`config.mk`:
```
export PLATFORM = sky130hd
export DESIGN_NAME = ru_merge_2to1
export DESIGN_NICKNAME = d
export VERILOG_FILES = /design/src/rtl/ru_pkg.sv /design/src/rtl/ru_rr_arb2.sv /design/src/rtl/ru_merge_2to1.sv
export SDC_FILE = /design/constraint.sdc
export NUM_CORES = 1
export LEC_CHECK = 0
export BUFFER_PORTS_ARGS = -buffer_cell sky130_fd_sc_hd__buf_4
export CAP_MARGIN = 20
export CORE_MARGIN = 10
export CORE_UTILIZATION = 51
export CTS_CLUSTER_SIZE = 25
export DETAILED_ROUTE_END_ITERATION = 12
export PLACE_DENSITY = 0.86
export SYNTH_ARGS = -nofsm -noshare
export SYNTH_HDL_FRONTEND = slang
export SYNTH_SLANG_ARGS = --single-unit
```
`constraint.sdc`:
```
create_clock -name clk -period 3.45 [get_ports clk]
set_clock_uncertainty 0.05 [all_clocks]
set_input_delay 0.5175 -clock clk [delete_from_list [all_inputs] [get_ports clk]]
set_output_delay 0.5175 -clock clk [all_outputs]
set_load 0.01 [all_outputs]
```
`src/rtl/ru_pkg.sv`:
```
// rtl/ru_pkg.sv - shared routing-unit port constants and types
package ru_pkg;

    localparam int RU_PORT_NUM = 2;
    localparam int RU_PORT_LOG = 1;

    typedef logic [RU_PORT_LOG-1:0] ru_port_t;

endpackage

```
`src/rtl/ru_rr_arb2.sv`:
```
// rtl/ru_rr_arb2.sv - two-requester round-robin arbiter owning the priority pointer
module ru_rr_arb2
    import ru_pkg::*;
(
    input  logic                   clk,
    input  logic                   rst,
    input  logic [RU_PORT_NUM-1:0] req,
    input  logic                   advance,
    input  ru_port_t               advance_port,
    output logic [RU_PORT_NUM-1:0] grant,
    output ru_port_t               prio
);

    ru_port_t prio_q;
    ru_port_t prio_d;

    // Priority only moves when a granted transfer completes; it points away from the winner.
    always_comb begin
        prio_d = prio_q;
        if (advance) begin
            prio_d = ~advance_port;
        end
    end

    // Priority register, port 0 favoured out of reset.
    always_ff @(posedge clk) begin
        if (rst) begin
            prio_q <= '0;
        end else begin
            prio_q <= prio_d;
        end
    end

    // Contention resolved by prio; a lone requester always wins.
    always_comb begin
        grant = req;
        if (req == 2'b11) begin
            grant = (prio_q == 1'b1) ? 2'b10 : 2'b01;
        end
    end

    assign prio = prio_q;

endmodule

```
`src/rtl/ru_merge_2to1.sv`:
```
// rtl/ru_merge_2to1.sv - round-robin merge of two port streams into one registered, port-tagged stream
module ru_merge_2to1
    import ru_pkg::*;
#(
    parameter int RU_FIFO_WIDTH = 32,
    parameter int CNT_WIDTH     = 16
) (
    input  logic                               clk,
    input  logic                               rst,
    input  logic [RU_PORT_NUM-1:0]             in_valid,
    input  logic [RU_PORT_NUM*RU_FIFO_WIDTH-1:0] in_data,
    output logic [RU_PORT_NUM-1:0]             in_ready,
    output logic                               out_valid,
    output logic [RU_FIFO_WIDTH-1:0]           out_data,
    output ru_port_t                           out_port,
    input  logic                               out_ready,
    input  logic                               cnt_clr,
    output logic [RU_PORT_NUM*CNT_WIDTH-1:0]   beat_cnt
);

    localparam logic [CNT_WIDTH-1:0] CNT_MAX = '1;

    logic                     out_valid_q, out_valid_d;
    logic [RU_FIFO_WIDTH-1:0] out_data_q,  out_data_d;
    ru_port_t                 out_port_q,  out_port_d;
    logic [CNT_WIDTH-1:0]     cnt_q [RU_PORT_NUM];
    logic [CNT_WIDTH-1:0]     cnt_d [RU_PORT_NUM];

    logic [RU_PORT_NUM-1:0]   grant;
    logic [RU_PORT_NUM-1:0]   acc_vec;
    logic                     load_ok;
    logic                     accept;
    ru_port_t                 acc_port;
    ru_port_t                 prio_unused;

    ru_rr_arb2 u_arb (
        .clk          (clk),
        .rst          (rst),
        .req          (in_valid),
        .advance      (accept),
        .advance_port (acc_port),
        .grant        (grant),
        .prio         (prio_unused)
    );

    // The slot can take a beat when empty or when its current beat leaves this cycle.
    always_comb begin
        load_ok  = ~out_valid_q | out_ready;
        in_ready = (load_ok && !rst) ? grant : '0;
        acc_vec  = in_valid & in_ready;
        accept   = |acc_vec;
        acc_port = ru_port_t'(acc_vec[1]);
    end

    // Output slot next state: load on accept, drain on downstream take, otherwise hold.
    always_comb begin
        out_valid_d = out_valid_q;
        out_data_d  = out_data_q;
        out_port_d  = out_port_q;
        if (accept) begin
            out_valid_d = 1'b1;
            out_data_d  = acc_vec[1] ? in_data[2*RU_FIFO_WIDTH-1:RU_FIFO_WIDTH]
                                     : in_data[RU_FIFO_WIDTH-1:0];
            out_port_d  = acc_port;
        end else if (out_ready) begin
            out_valid_d = 1'b0;
        end
    end

    // Output slot register; a held beat is simply dropped by reset.
    always_ff @(posedge clk) begin
        if (rst) begin
            out_valid_q <= 1'b0;
            out_data_q  <= '0;
            out_port_q  <= '0;
        end else begin
            out_valid_q <= out_valid_d;
            out_data_q  <= out_data_d;
            out_port_q  <= out_port_d;
        end
    end

    // Per-port saturating beat counters; clear wins over a same-cycle increment.
    always_comb begin
        for (int i = 0; i < RU_PORT_NUM; i++) begin
            cnt_d[i] = cnt_q[i];
            if (cnt_clr) begin
                cnt_d[i] = '0;
            end else if (acc_vec[i] && (cnt_q[i] != CNT_MAX)) begin
                cnt_d[i] = cnt_q[i] + 1'b1;
            end
        end
    end

    // Counter registers.
    always_ff @(posedge clk) begin
        for (int i = 0; i < RU_PORT_NUM; i++) begin
            if (rst) begin
                cnt_q[i] <= '0;
            end else begin
                cnt_q[i] <= cnt_d[i];
            end
        end
    end

    // Pack counters onto the readout bus.
    always_comb begin
        for (int i = 0; i < RU_PORT_NUM; i++) begin
            beat_cnt[i*CNT_WIDTH +: CNT_WIDTH] = cnt_q[i];
        end
    end

    assign out_valid = out_valid_q;
    assign out_data  = out_data_q;
    assign out_port  = out_port_q;

endmodule
```
Yosys cells after proc, flatten, opt, wreduce, memory -nomap -nowiden:

Memories as Yosys holds them, arrays and structs flattened.
Cells that the tools add are included.
Widths: inputs -> output; s select.

* add/sub/neg operators: 2
* equal/unequal tests: 3
* mux-type cells: 15
* bitwise logic cells: 6
* reductions and logical operators: 6

Operators by type and width (count)
* $mux 16: 6
* $add 16x1->16 const B: 2
* $mux 32: 1
* $ne 16x16->1 const B: 2
* $mux 2: 3
* $mux 1: 5
* $logic_and 1x1->1: 3
* $or 1x1->1: 3
* $and 2x2->2: 1
* $eq 2x2->1 const B: 1
* $not 1->1: 2
* $reduce_bool 2->1: 1
* $reduce_or 2->1: 1
* $logic_not 1->1: 1

* register bits after elaboration: 35
* RAM bits: 32
* input bits: 70
* output and inout bits: 68
* word-level logic and storage cells: 37
* memories kept: 1

Memory list
* cnt_q: words 2, width 16, read ports 2, clocked after memory_dff 0, write ports 2, RTL line ru_merge_2to1.sv:26 `logic [CNT_WIDTH-1:0] cnt_q [RU_PORT_NUM];`

Logic depth before layout (Yosys ltp):

Gate-level depths: netlist of run 1.

* word-level depth: 9
* gate-level depth with buffers: 7
* mapped depth without buffers: 6

Modules after synthesis:

A second synthesis of run 1 with hierarchy kept.

* cells, all modules: 374
* area total of the unflattened synthesis: 3388.2 µm²

Modules (own cells, without submodules)
* ru_merge_2to1: times used 1, cells an instance 368, area an instance 3333.2 µm², sequential area each 1321.3 µm²
* ru_rr_arb2: times used 1, cells an instance 6, area an instance 55.1 µm², sequential area each 20.0 µm²

Worst setup path after synthesis of run 1:

No wires, ideal clock.

* path type: input -> output
* from: input port in_valid[0]
* to: output port in_ready[0]
* arrival time: 1320 ps
* data required time: 2882 ps
* slack: 1563 ps
* cell stages on the path: 4
* buffers on the path: 1
* cells stage by stage: a21bo_1 > or3_4 > inv_2 > buf_2

* longest elaborated chain between the ends: 3

RTL lines
* start: declaration: RTL line ru_merge_2to1.sv:10 `input logic [RU_PORT_NUM-1:0] in_valid,`
* $eq 2x2->1: RTL line ru_rr_arb2.sv:37 `if (req == 2'b11) begin`
* $mux 2 *: RTL line ru_rr_arb2.sv:37
* $mux 2 *: RTL line ru_merge_2to1.sv:49 `in_ready = (load_ok && !rst) ? grant : '0;`
* end: declaration: RTL line ru_merge_2to1.sv:12 `output logic [RU_PORT_NUM-1:0] in_ready,`

Every way passes the cells marked *; elsewhere a longest branch is shown, timed or not.

Worst setup path after layout of run 1:

* from: register u_arb.prio_q (netlist: u_arb.prio)
* to: output port in_ready[0]

* longest elaborated chain between the ends: 3

RTL lines
* start: declaration: RTL line ru_rr_arb2.sv:14 `ru_port_t prio_q;`
* start signal: assignment: RTL line ru_rr_arb2.sv:30 `prio_q <= prio_d;`
* $mux 2: RTL line ru_rr_arb2.sv:38 `grant = (prio_q == 1'b1) ? 2'b10 : 2'b01;`
* $mux 2: RTL line ru_rr_arb2.sv:37
* $mux 2: RTL line ru_merge_2to1.sv:49

Every way passes these cells.

==> flow_summary.rst, run 1 <==
.. list-table::
   :header-rows: 1

   * - Metric
     - Value
   * - Outcome
     - finished, final reports clean
   * - Initial core utilization
     - 53.00%
   * - Power per cell area
     - 388.5 nW/um2
   * - Total overflow reported by the global router
     - 0
   * - Data required time at the worst endpoint
     - 2880 ps
   * - Worst Setup Path Type
     - reg -> out
   * - Slowest cell on the critical path
     - or3_4
   * - Net Switching
     - 0.0004214 W
   * - Comb pwr share
     - 13.7%
   * - Startpoint of the worst register-to-register path
     - u_arb.prio$_SDFFE_PP0P_
   * - Number of buffers created by CTS
     - 9
   * - Post-synth net total
     - 460
   * - Number of buffers added to fix hold violations after cts
     - 0
   * - Period Utilization, post-route
     - 73.48%
   * - Normalized max-slew margin
     - 60.41%
   * - Weighted congestion at the end of routability-driven global placement
     - 0.8963
   * - Category of the worst setup path launch point
     - register
   * - Setup crit end kind
     - output pin
   * - PortBufs
     - 137
   * - Switch share
     - 24.75%
   * - Synthesized netlist cell count
     - 388
   * - Measured slew at the worst slew-check pin
     - 593.8 ps
   * - Flip-flop cell with the highest count after synthesis
     - dfxtp_1
   * - Leakage power
     - 1.810 nW
   * - Number of antenna violations at the first check in global routing
     - 0
   * - Endpoint of the lowest-slack register-to-register path
     - out_data[4]$_SDFFE_PP0P_
   * - Arrival time of the worst setup path
     - 1970 ps
   * - Number of global-route vias before repair
     - 3,357
   * - Number of enable-type register cells in the synthesized netlist
     - 0
   * - Average cell area after synthesis
     - 8.136 um2
   * - Worst-path maximum fanout
     - 40
   * - Cell-by-cell listing of the critical path
     - a21bo_1 -> or3_4 -> inv_2 -> buf_4
   * - Setup TNS Final
     - 0 ps
   * - Via-per-instance ratio
     - 5.710
   * - Worst-Skew Late Latency
     - 340 ps
   * - Quantity of gates resized following cts
     - 0
   * - Number of library cell types mapped by synthesis
     - 49
   * - Buffers from clock root to sink, at most
     - 2
   * - Core box area
     - 5956 um2
   * - Total global-route track usage
     - 19.94%
   * - Crit-path leading delay family
     - buffers and inverters
   * - Vert. Die Dim
     - 98.68 um
   * - Maximum level of the CTS H-tree
     - 3
   * - Startpoint of the most critical hold path
     - in_data[1]
   * - Antenna viol nets, final
     - 0
   * - Yosys warnings
     - 0
   * - Aggregate routed wire length
     - 10,190 um
   * - Wire length of the first global-routing pass
     - 16,370 um
   * - Final critical-path required period
     - 2535 ps
   * - Sum of buffers and inverters on the critical path
     - 2
   * - Setup-violating endpoint count in the final report
     - 0
   * - Largest cells by area after synthesis
     - dfxtp_1 (42%), nand2_1 (9.8%), a311oi_1 (9.2%)
   * - Iteration-0 DRC count of the detailed router
     - 164
   * - Die Wd
     - 98.68 um
   * - Number of rows created at floorplan
     - 28
   * - Clk sink count
     - 67
   * - Clock-pin transition on the worst setup and hold timing paths
     - 70 ps
   * - Class of the most critical hold timing path
     - in -> reg
   * - TritonCTS clock tree
     - built
   * - Pint
     - 0.001282 W
   * - Biggest area consumer among synthesized cells
     - dfxtp_1
   * - Maximum cell stage delay along the critical path
     - 530 ps
   * - Share of the core filled with cells
     - 73.61%
   * - Flops & latches, synth
     - 67
   * - Number of post-CTS setup repair buffers
     - 0
   * - Area growth from synthesis to layout
     - 38.88%
   * - Number of nets in the finished design
     - 586
   * - Share of power burned in the clock network
     - 37.7%
   * - Maximum number of pins on one net before global-route repair
     - 66
   * - Vias after detailed routing
     - 3,386
   * - Number of inserted diodes
     - 0
   * - Area enclosed by the die boundary
     - 9737 um2
   * - Area share of the largest cell type after synthesis
     - 42.49%
   * - Capture point of the critical path
     - in_ready[0]
   * - Sequential area share after synthesis
     - 42.49%
   * - Clock root cell
     - clkbuf_8
   * - Io pins
     - 138
   * - Total stage count of the critical path
     - 4
   * - Total standard cell area after synthesis
     - 3157 um2
   * - Reported max-cap violation count
     - 0
   * - Share of cells above drive strength 1
     - 32.24%
   * - Highest clock frequency the design can meet
     - 0.3944 GHz
   * - Final hold vios
     - 0
   * - Slack of the worst reg-to-reg path
     - 1160 ps
   * - Fraction of registers with async set or reset after synthesis
     - 0%
   * - Max IR drop VDD
     - 0.2417 mV
   * - Number of remaining DRC errors
     - 0
   * - Length in cells of the worst reg-to-reg path
     - 6
   * - Wire per inst
     - 17.18 um
   * - Slew Viols, Final
     - 0
   * - HPWL after detailed placement
     - 7731 um
   * - Power share of the sequential group
     - 48.6%
   * - Setup repair after global routing missed its margin
     - false
   * - Count of TritonRoute iterations in the first routing pass
     - 5
   * - Worst setup path startpoint
     - u_arb.prio$_SDFFE_PP0P_
-- final cells by class --
class | instances | area [um2]
Clock inverter | 1 | 5.005
Multi-Input combinational cell | 294 | 1697
Inverter | 3 | 11.26
Fill cell | 469 | 1572
Clock buffer | 14 | 192.7
Tap cell | 75 | 93.84
Timing Repair Buffer | 139 | 1044
Sequential cell | 67 | 1341
-- how the worst min path moves through the flow --
stage	depth (start not counted)	endpoint	slack [ps]
2_1_floorplan	2	u_arb.prio$_SDFFE_PP0P_	430
3_3_place_gp	2	out_data[11]$_SDFFE_PP0P_	420
3_5_place_dp	2	out_data[25]$_SDFFE_PP0P_	420
4_1_cts	3	out_data[13]$_SDFFE_PP0P_	390
5_1_grt	3	out_data[15]$_SDFFE_PP0P_	400
6_report	3	out_data[1]$_SDFFE_PP0P_	390
-- cells in the mapped netlist, drive strengths merged (7+ instances only) --
library cell	number
a21oi	7
a311oi	33
buf	10
clkbuf	14
dfxtp	67
nand2	82
nand3	14
nand4	11
nor2	64
nor3	7
o21ai	9
xnor2	12
-- logic make-up after synthesis --
group                      count (synthesis)  synth area share [%]
adders and majority gates                  2                0.7926
buffers and inverters                     27                 3.765
xor gates and xnor gates                  16                 4.439
DFF                                       67                 42.49
and+or+nand+nor                          207                 31.00
muxes                                      4                 1.268
AOI/OAI and AO/OA                         65                 16.25
-- power by group through the flow --
stage / clock network, W / registers [W] / logic (W)
after floorplan: 0 / 0.000856 / 0.0000874
after global placement: 0 / 0.000844 / 0.000230
after detailed placement: 0 / 0.000844 / 0.000235
after CTS: 0.000646 / 0.000828 / 0.000236
after global routing: 0.000686 / 0.000831 / 0.000254
final: 0.000641 / 0.000828 / 0.000234
-- through the flow --
step,instance area [um2],setup slack (ps),hold slack (ps),std cells,total power [W]
after floorplan,3157,1563,426.7,388,0.0009430
after global placement,4187,943.6,419.0,578,0.001074
after detailed placement,4187,841.5,422.3,578,0.001079
after CTS,4384,922.2,388.5,593,0.001710
after global routing,4384,868.1,400.6,593,0.001771
final,4384,914.8,394.5,593,0.001703
-- per-layer routing --
metal	GRT usage, %	wire [um]
met5	0	0
met4	10.36	332
met3	4.399	633
met2	35.45	5274
met1	21.61	3950
-- cells in the final DEF, fill, tap and decap left out, types with 5 or more instances in the layout --
cell type / netlist / routed
nand3_1: 13 / 13
nor2_1: 64 / 64
o21ai_0: 7 / 7
nor3_1: 7 / 7
a211oi_1: 5 / 5
a21oi_1: 6 / 6
nand4_1: 11 / 11
clkbuf_8: 0 / 14
xnor2_1: 12 / 12
a311oi_1: 33 / 33
nand2_1: 82 / 82
dfxtp_1: 67 / 67
and3_1: 5 / 5
buf_4: 1 / 139
-- worst reg2reg max path: stages (launching register included) --
cell and delay (ps):
dfxtp_1 340, a21bo_1 180, or3_4 530, inv_2 380, buf_4 330, nand2_1 100, a311oi_1 280
-- sequential cells by signal (all words and copies together), names as in the netlist --
name	count
u_arb.prio	1
cnt_q	32
out_port	1
out_valid	1
out_data	32
(Power assumes the default switching activity.)
==> inputs of run 2 (changes only) <==
--- a/config.mk
+++ b/config.mk
@@ -8,10 +8,10 @@
 export BUFFER_PORTS_ARGS = -buffer_cell sky130_fd_sc_hd__buf_4
 export CAP_MARGIN = 20
 export CORE_MARGIN = 10
-export CORE_UTILIZATION = 51
+export CORE_UTILIZATION = 43
 export CTS_CLUSTER_SIZE = 25
 export DETAILED_ROUTE_END_ITERATION = 12
-export PLACE_DENSITY = 0.86
+export PLACE_DENSITY = 0.78
 export SYNTH_ARGS = -nofsm -noshare
 export SYNTH_HDL_FRONTEND = slang
 export SYNTH_SLANG_ARGS = --single-unit
==> constraint.sdc (replaced) <==
create_clock -name clk -period 2.15 [get_ports clk]
set_clock_uncertainty 0.05 [all_clocks]
set_input_delay 0.3225 -clock clk [delete_from_list [all_inputs] [get_ports clk]]
set_output_delay 0.3225 -clock clk [all_outputs]
set_load 0.01 [all_outputs]
==> run 2 against run 1 <==
Net effect:
- worst setup slack worse by 810 ps
- critical endpoint unchanged
- utilization decreased by 12 points
- sequential power up 59%
- final area up 1.9%
==> flow_summary.rst, run 2 (synthesized netlist as in run 1, its figures left out) <==
.. list-table::
   :header-rows: 1

   * - Metric
     - Value
   * - Outcome
     - finished, final reports clean
   * - Power per cell area
     - 588.2 nW/um2 (+51%)
   * - Antenna viol nets, final
     - 0 (unchanged)
   * - Setup repair after global routing missed its margin
     - false
   * - Area after detailed placement
     - 4292 um2 (+2.5%)
   * - Iteration-0 DRC count of the detailed router
     - 297 (+81%)
   * - Highest-count cells in the layout ignoring fill and taps
     - buf_4 (148), nand2_1 (82), dfxtp_1 (67)
   * - Pint
     - 0.001945 W (+52%)
   * - Clock root cell
     - clkbuf_8
   * - Aggregate routed wire length
     - 10,120 um (-0.68%)
   * - Most heavily used metal layer in global routing
     - met2
   * - Core box area
     - 7214 um2 (+21%)
   * - Number of rows created at floorplan
     - 31 (+11%)
   * - Net Switching
     - 0.0006842 W (+62%)
   * - Total overflow reported by the global router
     - 0 (unchanged)
   * - Final WS setup
     - 107.5 ps (-807.3 ps)
   * - Wire length of the first global-routing pass
     - 16,260 um (-0.63%)
   * - Max IR drop VDD
     - 0.3301 mV (+37%)
   * - HPWL after detailed placement
     - 7727 um (about the same)
   * - Setup-violating endpoint count in the final report
     - 0 (unchanged)
   * - Worst-Skew Late Latency
     - 340 ps (about the same)
   * - M2 GR Usage
     - 29.77% (-5.7 points)
   * - GR Layer Usage met1
     - 19.89% (-1.7 points)
   * - Number of global-route vias before repair
     - 3,288 (-2.1%)
   * - Share of the core filled with cells
     - 61.95% (-12 points)
   * - Count of filler cells inserted in the layout
     - 651 (+39%)
   * - Number of buffers created by CTS
     - 9 (unchanged)
   * - Area enclosed by the die boundary
     - 11,170 um2 (+15%)
   * - Leakage power
     - 1.842 nW (+1.7%)
   * - Clk sink count
     - 67 (unchanged)
   * - Vias after detailed routing
     - 3,377 (-0.27%)
   * - Worst-path maximum fanout
     - 15 (-63%)
   * - Normalized max-slew margin
     - 62.72% (+2.3 points)
   * - Maximum number of pins on one net before global-route repair
     - 35 (-47%)
   * - Switch share
     - 26.03% (+1.3 points)
   * - Power share of the sequential group
     - 50.4% (+1.8 points)
   * - Setup TNS Final
     - 0 ps (unchanged)
   * - Most common library cell in the layout ignoring fill and taps
     - buf_4
   * - Arrival time of the worst setup path
     - 1670 ps (-300 ps)
   * - Number of post-CTS setup repair buffers
     - 0 (unchanged)
   * - Period Utilization, post-route
     - 95.00%
   * - Highest clock frequency the design can meet
     - 0.4896 GHz
   * - Setup crit end kind
     - output pin
   * - Non-filler instance count after layout
     - 628 (+5.9%)
   * - Total global-route track usage
     - 17.47% (-2.5 points)
   * - Via-per-instance ratio
     - 5.377 (-5.8%)
   * - Final hold vios
     - 0 (unchanged)
   * - TritonCTS clock tree
     - built
   * - Number of nets in the finished design
     - 596 (+1.7%)
   * - Clock-pin transition on the worst setup and hold timing paths
     - 80 ps (about the same)
   * - Io pins
     - 138 (unchanged)
   * - Weighted congestion at the end of routability-driven global placement
     - 0.8496 (-5.2%)
   * - Data required time at the worst endpoint
     - 1780 ps (-1100 ps)
   * - Slew Viols, Final
     - 0 (unchanged)
   * - Reported max-cap violation count
     - 0 (unchanged)
   * - Share of power burned in the clock network
     - 35.0% (-2.7 points)
   * - Number of remaining DRC errors
     - 0 (unchanged)
   * - Area growth from synthesis to layout
     - 41.58%
   * - Class of the most critical hold timing path
     - in -> reg
   * - Post-route design area
     - 4469 um2 (+1.9%)
   * - Met3 Usage GRT
     - 4.994% (+0.59 points)
   * - Worst Setup Path Type
     - reg -> out
   * - Share of cells above drive strength 1
     - 33.27% (+1.0 points)
   * - Vert. Die Dim
     - 105.7 um (+7.1%)
   * - Wire per inst
     - 16.12 um (-6.2%)
   * - Number of buffers added to fix hold violations after cts
     - 0 (unchanged)
   * - Die Wd
     - 105.7 um (+7.1%)
   * - Comb pwr share
     - 14.6% (+0.9 points)
   * - PortBufs
     - 137 (unchanged)
   * - Measured slew at the worst slew-check pin
     - 559.2 ps (-34.62 ps)
   * - Initial core utilization
     - 43.76% (-9.2 points)
   * - Number of inserted diodes
     - 0 (unchanged)
   * - Final critical-path required period
     - 2043 ps
   * - Number of instances in the placed design
     - 612 (+5.9%)
   * - Number of antenna violations at the first check in global routing
     - 0 (unchanged)
   * - Buffers from clock root to sink, at most
     - 2 (unchanged)
   * - Maximum level of the CTS H-tree
     - 3 (unchanged)
   * - Pre-CTS worst setup slack
     - 187.3 ps (-654.1 ps)
   * - Count of TritonRoute iterations in the first routing pass
     - 4 (-1)
   * - Category of the worst setup path launch point
     - register
==> run 2: repair_timing <==
item / 4_1_cts / 5_1_grt
resized for setup: 1 / 1
gates cloned: 0 / 0
endpoints found under the setup margin: 1 / 1
hold endpoints to repair: 0 / 0
pin swaps: 0 / 0
==> run 2: path summary, 6_finish.rpt <==
check                              endpoint  cells after the start                     start  slack (ps)
setup / recovery                in_ready[0]                      5   u_arb.prio$_SDFFE_PP0P_         110
hold reg to reg       out_port$_SDFFE_PP0P_                      2     out_port$_SDFFE_PP0P_         430
hold / removal    out_data[12]$_SDFFE_PP0P_                      3               in_data[12]         200
setup reg to reg   cnt_q[0][2]$_SDFFE_PP0P_                      5  cnt_q[0][0]$_SDFFE_PP0P_         140
==> run 2: layout make-up <==
| type | instances | area, um2 | share of cell area, % |
|---|---|---|---|
| Timing Repair Buffer | 149 | 1122 | 25.11 |
| Clock buffer | 12 | 145.1 | 3.247 |
| Multi-Input combinational cell | 294 | 1697 | 37.96 |
| Clock inverter | 4 | 26.28 | 0.5879 |
| Sequential cell | 67 | 1341 | 30.01 |
| Inverter | 3 | 13.76 | 0.3080 |
| Tap cell | 99 | 123.9 | 2.772 |
==> run 2: worst max-delay path: stages, from the launching register on <==
cell	delay, ps
dfxtp_1	340
a21bo_1	170
or3_4	380
inv_4	130
buf_6	170
buf_4	140
==> run 2: layer usage <==
metal / vias to the layer above / part of all wire [%] / routed length [um]
li1: 1658 / - / -
met4: 0 / 1.7 / 174
met2: 106 / 51 / 5128
met3: 15 / 6.1 / 615
met1: 1598 / 42 / 4202
met5: - / 0 / 0
==> run 2: power groups by stage <==
stage               Sequential [W]  Clock (W)  Combinational (W)
global placement           0.00135          0           0.000380
global route               0.00133    0.00100           0.000420
CTS                        0.00132   0.000947           0.000387
detailed placement         0.00135          0           0.000385
floorplan                  0.00137          0           0.000140
finish                     0.00132   0.000921           0.000383
==> run 2: per-stage QoR <==
stage          total power (W)  hold slack [ps]
6_report              0.002629            199.9
3_3_place_gp          0.001730            417.5
2_1_floorplan         0.001513            426.7
5_1_grt               0.002752            185.3
4_1_cts               0.002658            186.7
3_5_place_dp          0.001737            417.4
==> inputs of run 3 (changes only) <==
--- a/config.mk
+++ b/config.mk
@@ -5,13 +5,14 @@
 export SDC_FILE = /design/constraint.sdc
 export NUM_CORES = 1
 export LEC_CHECK = 0
+export ABC_AREA = 1
 export BUFFER_PORTS_ARGS = -buffer_cell sky130_fd_sc_hd__buf_4
 export CAP_MARGIN = 20
 export CORE_MARGIN = 10
-export CORE_UTILIZATION = 43
+export CORE_UTILIZATION = 53
 export CTS_CLUSTER_SIZE = 25
 export DETAILED_ROUTE_END_ITERATION = 12
-export PLACE_DENSITY = 0.78
+export PLACE_DENSITY = 0.87
 export SYNTH_ARGS = -nofsm -noshare
 export SYNTH_HDL_FRONTEND = slang
 export SYNTH_SLANG_ARGS = --single-unit
==> constraint.sdc (replaced) <==
create_clock -name clk -period 2.36 [get_ports clk]
set_clock_uncertainty 0.05 [all_clocks]
set_input_delay 0.472 -clock clk [delete_from_list [all_inputs] [get_ports clk]]
set_output_delay 0.472 -clock clk [all_outputs]
set_load 0.01 [all_outputs]
==> run 3 against run 2 <==
Net effect:
- critical path depth down 1
- register-to-register slack better by 330 ps
- total power down 8.2%
- largest cell class unchanged
- synthesized area up 12%
- critical endpoint unchanged
- synthesized cell count up 33%
- critical path type unchanged
- via count up 9.7%
==> flow_summary.rst, run 3 <==
.. list-table::
   :header-rows: 1

   * - Metric
     - Value
   * - Outcome
     - finished, final reports clean
   * - Biggest area consumer among synthesized cells
     - dfxtp_1
   * - Leakage power
     - 2.172 nW (+18%)
   * - Largest cells by area after synthesis
     - dfxtp_1 (38%), nand2_1 (19%), nor2_1 (7.4%)
   * - Maximum cell stage delay along the critical path
     - 350 ps (-30 ps)
   * - Count of TritonRoute iterations in the first routing pass
     - 4 (unchanged)
   * - Sum of buffers and inverters on the critical path
     - 2 (-1)
   * - Weighted congestion at the end of routability-driven global placement
     - 0.8423 (-0.86%)
   * - Met3 wire length
     - 1059 um (+72%)
   * - Number of antenna violations at the first check in global routing
     - 0 (unchanged)
   * - Vert. Die Dim
     - 101.6 um (-3.8%)
   * - Clock-pin transition on the worst setup and hold timing paths
     - 70 ps (about the same)
   * - Iteration-0 DRC count of the detailed router
     - 81 (-73%)
   * - Combined area of the multi-input logic cells
     - 1916 um2 (+13%)
   * - Total standard cell area after synthesis
     - 3532 um2 (+12%)
   * - Yosys warnings
     - 0 (unchanged)
   * - Number of buffers created by CTS
     - 9 (unchanged)
   * - Area share of the largest cell type after synthesis
     - 37.97% (-4.5 points)
   * - Normalized max-slew margin
     - 40.89% (-22 points)
   * - Aggregate routed wire length
     - 10,380 um (+2.6%)
   * - Cell-by-cell listing of the critical path
     - a21oi_4 -> nand2_4 -> inv_6 -> buf_4
   * - Wire per inst
     - 14.26 um (-12%)
   * - Class of the most critical hold timing path
     - in -> reg
   * - Buffers from clock root to sink, at most
     - 2 (unchanged)
   * - Final hold vios
     - 0 (unchanged)
   * - TritonCTS clock tree
     - built
   * - Count of filler cells inserted in the layout
     - 537 (-18%)
   * - HPWL after detailed placement
     - 8003 um (+3.6%)
   * - Data required time at the worst endpoint
     - 1840 ps (+60 ps)
   * - Setup-violating endpoint count in the final report
     - 0 (unchanged)
   * - Total overflow reported by the global router
     - 0 (unchanged)
   * - Number of enable-type register cells in the synthesized netlist
     - 0 (unchanged)
   * - Highest metal layer with signal wires
     - met4
   * - Arrival time of the worst setup path
     - 1450 ps (-220 ps)
   * - Slew Viols, Final
     - 0 (unchanged)
   * - Sequential area share after synthesis
     - 37.97% (-4.5 points)
   * - Measured slew at the worst slew-check pin
     - 885.7 ps (+326.5 ps)
   * - Io pins
     - 138 (unchanged)
   * - Setup TNS Final
     - 0 ps (unchanged)
   * - Vias after detailed routing
     - 3,704 (+9.7%)
   * - Register area
     - 1341 um2 (unchanged)
   * - Core box area
     - 6422 um2 (-11%)
   * - Die Wd
     - 101.6 um (-3.8%)
   * - Flip-flop cell with the highest count after synthesis
     - dfxtp_1
   * - Number of global-route vias before repair
     - 3,619 (+10%)
   * - Number of nets in the finished design
     - 718 (+20%)
   * - Area growth from synthesis to layout
     - 32.59%
   * - Most common cell in the synthesized netlist
     - nand2_1
   * - Highest-count cells in the layout ignoring fill and taps
     - nand2_1 (182), buf_4 (141), nor2_1 (70)
   * - Clock root cell
     - clkbuf_8
   * - Max IR drop VDD
     - 0.2882 mV (-13%)
   * - Initial core utilization
     - 55.00% (+11 points)
   * - Setup repair after global routing missed its margin
     - false
   * - Fraction of registers with async set or reset after synthesis
     - 0% (unchanged)
   * - Post-synth net total
     - 587 (+28%)
   * - Routed met1 length
     - 4032 um (-4.0%)
   * - Post-route design area
     - 4683 um2 (+4.8%)
   * - Quantity of gates resized following cts
     - 0 (-1)
   * - Antenna viol nets, final
     - 0 (unchanged)
   * - Maximum level of the CTS H-tree
     - 3 (unchanged)
   * - Crit-path leading delay family
     - flip-flops
   * - Share of cells above drive strength 1
     - 29.49% (-3.8 points)
   * - Category of the worst setup path launch point
     - register
   * - Reported max-cap violation count
     - 0 (unchanged)
   * - Maximum number of pins on one net before global-route repair
     - 34 (-2.9%)
   * - Worst-path maximum fanout
     - 16 (+1)
   * - Via-per-instance ratio
     - 5.088 (-5.4%)
   * - Area after detailed placement
     - 4513 um2 (+5.2%)
   * - Average cell area after synthesis
     - 6.859 um2 (-16%)
   * - Number of buffers added to fix hold violations after cts
     - 0 (unchanged)
   * - Final critical-path required period
     - 1970 ps
   * - Total global-route track usage
     - 19.88% (+2.4 points)
   * - Most common library cell in the layout ignoring fill and taps
     - nand2_1
   * - Setup crit end kind
     - output pin
   * - Area enclosed by the die boundary
     - 10,330 um2 (-7.5%)
   * - Flops & latches, synth
     - 67 (unchanged)
   * - Wire length of the first global-routing pass
     - 16,710 um (+2.8%)
   * - WL met2
     - 5239 um (+2.2%)
   * - Number of remaining DRC errors
     - 0 (unchanged)
   * - Clk sink count
     - 67 (unchanged)
   * - Number of inserted diodes
     - 0 (unchanged)
   * - Number of rows created at floorplan
     - 29 (-6.5%)
   * - Slowest cell on the critical path
     - dfxtp_1
   * - PortBufs
     - 137 (unchanged)
   * - Cell types with the highest counts after synthesis
     - nand2_1 (182), nor2_1 (70), dfxtp_1 (67)
   * - Period Utilization, post-route
     - 83.46%
   * - Worst Setup Path Type
     - reg -> out
   * - Power per cell area
     - 515.1 nW/um2 (-12%)
   * - Highest clock frequency the design can meet
     - 0.5077 GHz
   * - Worst-Skew Late Latency
     - 340 ps (about the same)
   * - Number of post-CTS setup repair buffers
     - 0 (unchanged)
   * - Synthesized netlist cell count
     - 515 (+33%)
   * - Number of library cell types mapped by synthesis
     - 29 (-41%)
## run 3: cell count changes in the layout (fill, tap and decap cells not counted), moves of 5 or more
| cell | before | now |
|---|---|---|
| and3_1 | 5 | 0 |
| inv_1 | 2 | 23 |
| nand3_1 | 13 | 20 |
| a21oi_1 | 6 | 52 |
| a211oi_1 | 5 | 0 |
| nor2_1 | 64 | 70 |
| buf_4 | 148 | 141 |
| nand2_2 | 0 | 8 |
| o21ai_1 | 2 | 7 |
| nand2_1 | 82 | 182 |
| a21oi_2 | 1 | 9 |
| xnor2_1 | 12 | 3 |
| a311oi_1 | 33 | 0 |
## run 3: kinds of logic after synthesis
logic type | synth area share [%]
AND/OR/NAND/NOR | 38.12
AO/OA/AOI/OAI | 12.93
flip-flops | 37.97
buffers and inverters | 7.793
XOR/XNOR | 2.480
adder cells (fa/ha/maj) | 0.7084
## run 3: layout make-up
| cell class | count | area share (%) |
|---|---|---|
| multi-input cells | 402 | 40.90 |
| flip-flops and latches | 67 | 28.64 |
| repair buffers | 141 | 22.60 |
| clock buffers | 10 | 2.725 |
| inverters | 25 | 2.164 |
| well taps | 77 | 2.057 |
| clock inverters | 6 | 0.9084 |
## run 3: worst paths after layout
path,from,end,slack (ps),cells after the start
max reg2reg,cnt_q[1][0]$_SDFFE_PP0P_,cnt_q[1][10]$_SDFFE_PP0P_,470,7
min,in_data[37],out_data[5]$_SDFFE_PP0P_,380,5
min reg2reg,out_port$_SDFFE_PP0P_,out_port$_SDFFE_PP0P_,430,2
max,out_valid$_SDFFE_PP0P_,in_ready[0],390,4
## run 3: through the flow
stage / worst slack [ps] / hold slack, ps / instances / util, % / power (W)
after floorplan: 704.6 / 430.3 / 515 / - / 0.001429
after global placement: 349.2 / 402.6 / 712 / 70.27 / 0.001601
after detailed placement: 251.1 / 423.1 / 712 / 70.27 / 0.001612
after CTS: 375.0 / 368.3 / 728 / 72.92 / 0.002433
after global routing: 293.7 / 380.2 / 728 / 72.92 / 0.002536
final: 390.4 / 382.2 / 728 / 72.92 / 0.002412
## run 3: worst reg2reg max path: stages, from the launching register on
cell and delay [ps]:
dfxtp_1 410, ha_1 280, inv_1 60, nor2_1 110
nand2_1 130, o21ai_2 470, nand2_1 120, a21oi_1 180
## run 3: layer usage
metal	up-vias	track usage [%]
met5	-	0
met4	0	5.611
met3	4	10.14
met2	117	34.79
met1	1677	20.45
li1	1906	-
## run 3: power breakdown
part | internal [W] | leakage [nW] | switching (W)
sequential | 0.00117 | 0.545 | 0.0000279
combinational | 0.000183 | 1.55 | 0.000198
clock | 0.000381 | 0.0822 | 0.000448
total | 0.00174 | 2.17 | 0.000674
